[src/rtl/hazard_unit_pkg.sv]
// Shared types and constants for the pipeline hazard unit: forwarding mux
// selects, the PC register address and the forwarding priority function.
package hazard_pkg;

  typedef logic [3:0] regAddr_t;

  localparam logic [1:0] FWD_RF  = 2'b00;
  localparam logic [1:0] FWD_WB  = 2'b01;
  localparam logic [1:0] FWD_MEM = 2'b10;

  localparam regAddr_t REG_PC = 4'hF;

  // M beats W; R15 reads come from the PC path and are never forwarded.
  function automatic logic [1:0] fwdSelect(
    input regAddr_t ra,
    input logic     validM,
    input logic     regWriteM,
    input regAddr_t wa3M,
    input logic     validW,
    input logic     regWriteW,
    input regAddr_t wa3W
  );
    if (ra == REG_PC) return FWD_RF;
    if (validM && regWriteM && (ra == wa3M)) return FWD_MEM;
    if (validW && regWriteW && (ra == wa3W)) return FWD_WB;
    return FWD_RF;
  endfunction

endpackage

[src/rtl/hazard_unit_if.sv]
// Bundle between the pipeline/controller and the hazard unit. The master
// drives decode addresses and stage-tagged control; the slave returns hazards.
interface hazard_unit_if #(parameter int CNT_W = 16);
  import hazard_pkg::*;

  regAddr_t         RA1D, RA2D, WA3D;
  logic             RegWriteM, RegWriteW;
  logic             MemtoRegE;
  logic             PCSrcD, PCSrcE, PCSrcM, PCSrcW;
  logic             BranchtakenE;
  logic [1:0]       ForwardAE, ForwardBE;
  logic             StallF, StallD, FlushD, FlushE;
  logic [CNT_W-1:0] StallCount, FlushCount;

  modport master (
    output RA1D, RA2D, WA3D, RegWriteM, RegWriteW, MemtoRegE,
           PCSrcD, PCSrcE, PCSrcM, PCSrcW, BranchtakenE,
    input  ForwardAE, ForwardBE, StallF, StallD, FlushD, FlushE,
           StallCount, FlushCount
  );

  modport slave (
    input  RA1D, RA2D, WA3D, RegWriteM, RegWriteW, MemtoRegE,
           PCSrcD, PCSrcE, PCSrcM, PCSrcW, BranchtakenE,
    output ForwardAE, ForwardBE, StallF, StallD, FlushD, FlushE,
           StallCount, FlushCount
  );
endinterface

[src/rtl/hazard_unit_scoreboard.sv]
// Private E/M/W copies of the register addresses. A flush turns the D->E
// transfer into a bubble; E, M and W themselves always advance.
module hazard_scoreboard
  import hazard_pkg::*;
(
  input  logic     clk,
  input  logic     reset,
  input  logic     flushE,
  input  regAddr_t ra1D,
  input  regAddr_t ra2D,
  input  regAddr_t wa3D,
  output regAddr_t ra1E,
  output regAddr_t ra2E,
  output regAddr_t wa3E,
  output logic     validE,
  output regAddr_t wa3M,
  output logic     validM,
  output regAddr_t wa3W,
  output logic     validW
);

  always_ff @(posedge clk or posedge reset) begin
    if (reset) begin
      ra1E   <= '0;
      ra2E   <= '0;
      wa3E   <= '0;
      validE <= 1'b0;
      wa3M   <= '0;
      validM <= 1'b0;
      wa3W   <= '0;
      validW <= 1'b0;
    end else begin
      if (flushE) begin
        ra1E   <= '0;
        ra2E   <= '0;
        wa3E   <= '0;
        validE <= 1'b0;
      end else begin
        ra1E   <= ra1D;
        ra2E   <= ra2D;
        wa3E   <= wa3D;
        validE <= 1'b1;
      end
      wa3M   <= wa3E;
      validM <= validE;
      wa3W   <= wa3M;
      validW <= validM;
    end
  end

endmodule

[src/rtl/hazard_unit.sv]
// Hazard unit for the five-stage ARM pipeline: operand forwarding, load-use
// stalls, PC-write/branch flushes and saturating stall/flush event counters.
module hazard_unit
  import hazard_pkg::*;
#(
  parameter int CNT_W = 16
) (
  input  logic         clk,
  input  logic         reset,
  hazard_unit_if.slave hz
);

  regAddr_t ra1E, ra2E, wa3E, wa3M, wa3W;
  logic     validE, validM, validW;

  logic ldrStallD;
  logic pcWrPendingF;
  logic stallF;
  logic flushE;

  logic [CNT_W-1:0] stallCountReg;
  logic [CNT_W-1:0] flushCountReg;

  hazard_scoreboard scoreboard (
    .clk    (clk),
    .reset  (reset),
    .flushE (flushE),
    .ra1D   (hz.RA1D),
    .ra2D   (hz.RA2D),
    .wa3D   (hz.WA3D),
    .ra1E   (ra1E),
    .ra2E   (ra2E),
    .wa3E   (wa3E),
    .validE (validE),
    .wa3M   (wa3M),
    .validM (validM),
    .wa3W   (wa3W),
    .validW (validW)
  );

  regAddr_t   raE [2];
  logic [1:0] fwdSel [2];

  assign raE[0] = ra1E;
  assign raE[1] = ra2E;

  generate
    for (genvar gi = 0; gi < 2; gi++) begin : gFwd
      assign fwdSel[gi] = fwdSelect(raE[gi], validM, hz.RegWriteM, wa3M,
                                    validW, hz.RegWriteW, wa3W);
    end
  endgenerate

  assign hz.ForwardAE = fwdSel[0];
  assign hz.ForwardBE = fwdSel[1];

  // Only a valid load in E can create a load-use hazard; bubbles never stall.
  assign ldrStallD    = validE && hz.MemtoRegE &&
                        ((hz.RA1D == wa3E) || (hz.RA2D == wa3E));
  assign pcWrPendingF = hz.PCSrcD | hz.PCSrcE | hz.PCSrcM;
  assign stallF       = ldrStallD | pcWrPendingF;
  assign flushE       = ldrStallD | hz.BranchtakenE;

  assign hz.StallF = stallF;
  assign hz.StallD = ldrStallD;
  assign hz.FlushD = pcWrPendingF | hz.PCSrcW | hz.BranchtakenE;
  assign hz.FlushE = flushE;

  always_ff @(posedge clk or posedge reset) begin
    if (reset) begin
      stallCountReg <= '0;
      flushCountReg <= '0;
    end else begin
      if (stallF && (stallCountReg != '1)) stallCountReg <= stallCountReg + CNT_W'(1);
      if (flushE && (flushCountReg != '1)) flushCountReg <= flushCountReg + CNT_W'(1);
    end
  end

  assign hz.StallCount = stallCountReg;
  assign hz.FlushCount = flushCountReg;

endmodule

[src/flat_wrapper.sv]
// flat-port wrapper written by rule: the top's interface ports become plain ports
module hazard_unit_flat import hazard_pkg::*;
#(
  parameter int CNT_W = 16
)
  (clk, reset, hz_RA1D, hz_RA2D, hz_WA3D, hz_RegWriteM, hz_RegWriteW, hz_MemtoRegE, hz_PCSrcD, hz_PCSrcE, hz_PCSrcM, hz_PCSrcW, hz_BranchtakenE, hz_ForwardAE, hz_ForwardBE, hz_StallF, hz_StallD, hz_FlushD, hz_FlushE, hz_StallCount, hz_FlushCount);
  hazard_unit_if #(.CNT_W(CNT_W)) hz_i ();
  input  logic clk;
  input  logic reset;
  input wire logic [$bits(hz_i.RA1D)-1:0] hz_RA1D;
  input wire logic [$bits(hz_i.RA2D)-1:0] hz_RA2D;
  input wire logic [$bits(hz_i.WA3D)-1:0] hz_WA3D;
  input wire logic [$bits(hz_i.RegWriteM)-1:0] hz_RegWriteM;
  input wire logic [$bits(hz_i.RegWriteW)-1:0] hz_RegWriteW;
  input wire logic [$bits(hz_i.MemtoRegE)-1:0] hz_MemtoRegE;
  input wire logic [$bits(hz_i.PCSrcD)-1:0] hz_PCSrcD;
  input wire logic [$bits(hz_i.PCSrcE)-1:0] hz_PCSrcE;
  input wire logic [$bits(hz_i.PCSrcM)-1:0] hz_PCSrcM;
  input wire logic [$bits(hz_i.PCSrcW)-1:0] hz_PCSrcW;
  input wire logic [$bits(hz_i.BranchtakenE)-1:0] hz_BranchtakenE;
  output wire logic [$bits(hz_i.ForwardAE)-1:0] hz_ForwardAE;
  output wire logic [$bits(hz_i.ForwardBE)-1:0] hz_ForwardBE;
  output wire logic [$bits(hz_i.StallF)-1:0] hz_StallF;
  output wire logic [$bits(hz_i.StallD)-1:0] hz_StallD;
  output wire logic [$bits(hz_i.FlushD)-1:0] hz_FlushD;
  output wire logic [$bits(hz_i.FlushE)-1:0] hz_FlushE;
  output wire logic [$bits(hz_i.StallCount)-1:0] hz_StallCount;
  output wire logic [$bits(hz_i.FlushCount)-1:0] hz_FlushCount;
  assign hz_i.RA1D = hz_RA1D;
  assign hz_i.RA2D = hz_RA2D;
  assign hz_i.WA3D = hz_WA3D;
  assign hz_i.RegWriteM = hz_RegWriteM;
  assign hz_i.RegWriteW = hz_RegWriteW;
  assign hz_i.MemtoRegE = hz_MemtoRegE;
  assign hz_i.PCSrcD = hz_PCSrcD;
  assign hz_i.PCSrcE = hz_PCSrcE;
  assign hz_i.PCSrcM = hz_PCSrcM;
  assign hz_i.PCSrcW = hz_PCSrcW;
  assign hz_i.BranchtakenE = hz_BranchtakenE;
  assign hz_ForwardAE = hz_i.ForwardAE;
  assign hz_ForwardBE = hz_i.ForwardBE;
  assign hz_StallF = hz_i.StallF;
  assign hz_StallD = hz_i.StallD;
  assign hz_FlushD = hz_i.FlushD;
  assign hz_FlushE = hz_i.FlushE;
  assign hz_StallCount = hz_i.StallCount;
  assign hz_FlushCount = hz_i.FlushCount;
  hazard_unit #(.CNT_W(CNT_W)) u_core (.clk(clk), .reset(reset), .hz(hz_i));
endmodule
[config.mk]
export PLATFORM = sky130hd
export DESIGN_NAME = hazard_unit_flat
export DESIGN_NICKNAME = d
export VERILOG_FILES = /design/src/rtl/hazard_unit_pkg.sv /design/src/rtl/hazard_unit_if.sv /design/src/rtl/hazard_unit_scoreboard.sv /design/src/rtl/hazard_unit.sv /design/src/flat_wrapper.sv
export SDC_FILE = /design/constraint.sdc
export NUM_CORES = 1
export LEC_CHECK = 0
export ABC_AREA = 1
export CORE_MARGIN = 2
export CORE_UTILIZATION = 49
export DETAILED_ROUTE_END_ITERATION = 8
export PLACE_DENSITY = 0.77
export SETUP_SLACK_MARGIN = 0.2
export SLEW_MARGIN = 20
export SYNTH_ARGS = -nofsm -noshare
export SYNTH_HDL_FRONTEND = slang
export SYNTH_SLANG_ARGS = --single-unit
[constraint.sdc]
create_clock -name clk -period 5.4 [get_ports clk]
set_input_delay 1.62 -clock clk [delete_from_list [all_inputs] [get_ports clk]]
set_output_delay 1.62 -clock clk [all_outputs]
set_load 0.02 [all_outputs]
* Word-level counts from Yosys, hierarchy flattened
Cells that the tools add are included.
Cells by class: bitwise gates (word level) 6, equal/unequal tests 10, muxes and demuxes 28, add/sub/neg operators 2, reduce and logical (&&, ||, !) cells 11
Operator list (count):
- adder 16 x 1 -> 16 bit, second input constant | 2
- != test 16 bit, second input constant | 2
- == test 4 bit | 6
- two-way mux 2 bit | 12
- two-way mux 1 bit | 13
- two-way mux 4 bit | 3
- logical AND 1 bit | 10
- == test 4 bit, second input constant | 2
- OR 1 bit | 6
- logical OR 1 bit | 1
Word-level totals: input port bits 22, logic and storage cells 67, bits in registers 55

* Logic depth before layout (Yosys ltp)
depth after elaboration 9, mapped depth 12, depth with buffers taken out 11

* Hierarchy
Synthesis repeated with hierarchy kept, for this count alone.
Second synthesis, totals: cell total of the unflattened synthesis 423, area, all modules 3089.2 µm²
Modules (own cells, without submodules):
- hazard_unit | instances 1, area an instance 2404.8 µm², cells an instance 373, seq. area each 800.8 µm²
- hazard_scoreboard | instances 1, area an instance 684.4 µm², cells an instance 50, seq. area each 575.6 µm²

* Worst setup path before layout
Ideal clock, no wire load.
kind input to output, from input port hz_RegWriteM, to output port hz_ForwardBE[1], stages 4, setup slack 1.379 ns, arrival 2.401 ns, required time 3.780 ns, path through nand2_1 > a21oi_1 > nand3_1 > nor3b_1
On the way: word-level cells in the longest chain between the ends 7, elaborated cells between the ends (all ways) 9, those cells by class mux (7); reduce/logical (2)
Ends and longest elaborated chain:
- start: declaration | RTL line flat_wrapper.sv:13 | input wire logic [$bits(hz_i.RegWriteM)-1:0] hz_RegWriteM;
- logical AND 1 bit * (2 in a row) | RTL line hazard_unit_pkg.sv:24 | if (validM && regWriteM && (ra == wa3M)) return FWD_MEM;
- two-way mux 2 bit | RTL line hazard_unit_pkg.sv:24
- two-way mux 2 bit | RTL line hazard_unit_pkg.sv:25 | if (validW && regWriteW && (ra == wa3W)) return FWD_WB;
- two-way mux 2 bit | RTL line hazard_unit_pkg.sv:26 | return FWD_RF;
- two-way mux 2 bit * | RTL line hazard_unit_pkg.sv:25
- two-way mux 2 bit * | RTL line hazard_unit_pkg.sv:24
- end: declaration | RTL line flat_wrapper.sv:22 | output wire logic [$bits(hz_i.ForwardBE)-1:0] hz_ForwardBE;
Mark *: on every way between the ends. The rest lies on a longest branch, timed or not. The select of a mux whose other input is x is not followed.

* Worst setup path in the final report
from input port hz_RA2D[1], to output port hz_FlushE
On the way: word-level cells in the longest chain between the ends 4
Ends and longest elaborated chain:
- start: declaration | RTL line flat_wrapper.sv:11 | input wire logic [$bits(hz_i.RA2D)-1:0] hz_RA2D;
- == test 4 bit | RTL line hazard_unit.sv:59 | ((hz.RA1D == wa3E) || (hz.RA2D == wa3E));
- logical OR 1 bit | RTL line hazard_unit.sv:59
- logical AND 1 bit | RTL line hazard_unit.sv:58 | assign ldrStallD = validE && hz.MemtoRegE &&
- OR 1 bit | RTL line hazard_unit.sv:62 | assign flushE = ldrStallD | hz.BranchtakenE;
- end: declaration | RTL line flat_wrapper.sv:26 | output wire logic [$bits(hz_i.FlushE)-1:0] hz_FlushE;
No other way between the ends.

==> impl_metrics.yaml <==
drt:
  drc: 0
  ant_nets: 0
  vias_per_cell: 4.92
  routedLengthMet1_mm: 3.08
  drt-pass1-iter-count: 4
  topRoutingLayerUsed: "met4"
  wl_mm: 6.62
  first_iter_violations: 191
  vias: 2718
  met2RoutedLength_mm: 3.28
  wl_met3_um: 212
  wl_per_cell_um: 12.0
grt:
  grt_max_degree: 56
  first_global_vias: 2502
  grt.total_usage_pct: 19.4
  grt_pass1_wl_mm: 11.2
  grt_antenna_before_repair: 0
  grt.overflow.total: 0
floorplanning:
  rows: 28
  die_y_um: 83.3
  die_w_um: 83.3
  dieArea_mm2: 0.00694
  core_area_mm2: 0.00599
  pin_count: 62
  start_util_pct: 51.5
sta:
  setup_tns_ps: 0
  fmaxAchievable_mhz: 201
  finClkSkew_ps: 7.66
  maxSlewViolCount: 0
  hold_violations: 0
  setup_ws_ps: 420
  finalCriticalPeriod_ps: 4980
  maxSlewHeadroom_pct: 54.0
  rsz0062_at_grt: "no"
  period_share_pct: 92.2
  setup_violations: 0
  worstMarginPinSlew_ps: 691
clock_tree:
  cts_buffers: 5
  cts_tree: "done"
  htree_levels: 2
  clk_pin_slew_worst_paths_ps: 100
  clk_latency_ps: 300
  postCtsHoldBufs: 0
  root_buffer: "clkbuf_8"
  clkSinkCount: 55
  cts_buffer_depth: 2
  cts_resized: 0
  post_cts_buffers: 0
synth:
  yosysTopAreaCellShare_pct: 44.6
  synth-seq-cells: 55
  synthArstFlopShare_pct: 100
  syn_area_per_cell_um2: 7.43
  synthTopCellsByCount: "nand2_1 (146), dfrtp_1 (55), inv_1 (55)"
  synth-edff-count: 0
  ys_top_cells_by_area: "dfrtp_1 (45%), nand2_1 (18%), nand3_1 (7.1%), inv_1 (6.7%), nor2_1 (4.5%)"
  synth_cells: 415
  synth_area_leader_cell: "dfrtp_1"
  yosysMostFrequentCell: "nand2_1"
  syn-num-nets: 439
  synth_cell_types: 27
  yosys_warnings: 0
  mappedNetlistArea_mm2: 0.00308
  ys_seq_area_share_pct: 44.6
  synthFlopType: "dfrtp_1"
critical_path:
  crit_path_end_kind: "primary output"
  crit_type: "in2out"
  cp.arrival_ps: 3360
  slowest_stage: "clkdlybuf4s50_1"
  start_kind: "primary input"
  crit_path_frequent_cell: "nand2_1"
  crit_path_cell_trace: "clkdlybuf4s50_1 -> inv_1 -> nand2_1 -> nand2_1 -> nor2_1 -> nand2_1 -> nand2_1 -> nand2_1 -> nand2_2 -> clkdlybuf4s50_1"
  crit_required_ps: 3780
  max_stage_delay_ps: 620
  crit_path_max_fanout: 3
place:
  dp_slack_ps: 362
  dpl.hpwl_mm: 4.84
  dp_cells: 545
  place.gp.congestion: 0.855
  port_buffers: 61
power_and_ir_drop:
  power_leakage_nw: 1.96
  peakVddDrop_uv: 217
  totalPowerFinal_w: 0.00109
  powerDensity_mw_per_mm2: 283
layout:
  fin_nets: 501
  final_cells: 553
  area_growth_syn_to_layout_pct: 24.7
  diodes: 0
  final_layout_size_suffix_gt1_share_pct: 5.23
run_status:
  status: "finished, final reports clean"
min_path:
  hold_class: "reg2reg"
run:
  cap_violations: 0
## layout by cell type, fill, tap and decap left out, drive strengths merged, types with 6 or more instances in the layout
cell           count
a21oi              6
clkbuf             6
clkdlybuf4s50     61
dfrtp             55
inv               57
nand2            152
nand3             46
nand4              7
nor2              40
nor3               8
xnor2              9
xor2              15
## sequential cells by signal, summed over array words and instances, names as in the netlist
| name | count |
|---|---|
| u_core.scoreboard.validE | 1 |
| u_core.hz.StallCount | 16 |
| u_core.hz.FlushCount | 16 |
| u_core.scoreboard.validW | 1 |
| u_core.scoreboard.wa3E | 4 |
| u_core.scoreboard.wa3W | 4 |
| u_core.scoreboard.ra1E | 4 |
| u_core.scoreboard.validM | 1 |
| u_core.scoreboard.wa3M | 4 |
| u_core.scoreboard.ra2E | 4 |
## final cells by class
class	instances	area, µm²
Sequential cell	55	1380
Inverter	57	214
Clock inverter	2	16.3
Timing Repair Buffer	64	633
Tap cell	75	93.8
Fill cell	532	2140
Multi-Input combinational cell	294	1430
Clock buffer	6	82.6
## cell families (layout without fill, tap and decap cells)
kind of cell | after synthesis | in the layout | share of synthesized area [%]
adder cells (fa/ha/maj) | 2 | 2 | 0.811
AND/OR/NAND/NOR | 256 | 256 | 36.6
buffers and inverters | 66 | 129 | 8.97
AO/OA/AOI/OAI | 12 | 12 | 2.15
flip-flops | 55 | 55 | 44.6
XOR/XNOR | 24 | 24 | 6.82
## worst max-delay path, delay by kind of cell
kind / cells / cell delay, ps
buf+inv: 3 / 1160
simple gates: 7 / 590
## through the flow
stage | cell area (µm²) | hold WS (ps) | utilization, %
floorplan | 3080 | 354 | -
global placement | 3750 | 358 | 62.6
detailed placement | 3750 | 360 | 62.6
CTS | 3850 | 384 | 64.2
global route | 3850 | 390 | 64.2
finish | 3850 | 380 | 64.2
## final timing paths
path / endpoint / start / cells after the start / slack [ps]
min in group asynchronous: u_core.hz.StallCount[8] / reset / 3 / 1800
hold reg to reg: u_core.scoreboard.validW / u_core.scoreboard.validM / 0 / 380
hold / removal: u_core.scoreboard.validW / u_core.scoreboard.validM / 0 / 380
setup / recovery: hz_FlushE / hz_RA2D[1] / 10 / 420
setup reg to reg: u_core.hz.FlushCount[2] / u_core.scoreboard.wa3E[1] / 12 / 3500
max in group asynchronous: u_core.hz.FlushCount[14] / reset / 3 / 3130
## power breakdown
group / internal [W] / total, W / switching (W)
clock network: 0.000105 / 0.000242 / 0.000136
logic: 0.000150 / 0.000318 / 0.000168
registers: 0.000461 / 0.000528 / 0.0000674
total: 0.000716 / 0.00109 / 0.000372
## per-layer routing
layer	up-vias	global-route usage [%]
met1	1263	25.4
met3	4	3.38
met4	0	4.92
met2	52	33.6
met5	-	0
li1	1399	-
No activity file was read; power rests on OpenSTA's default activity.
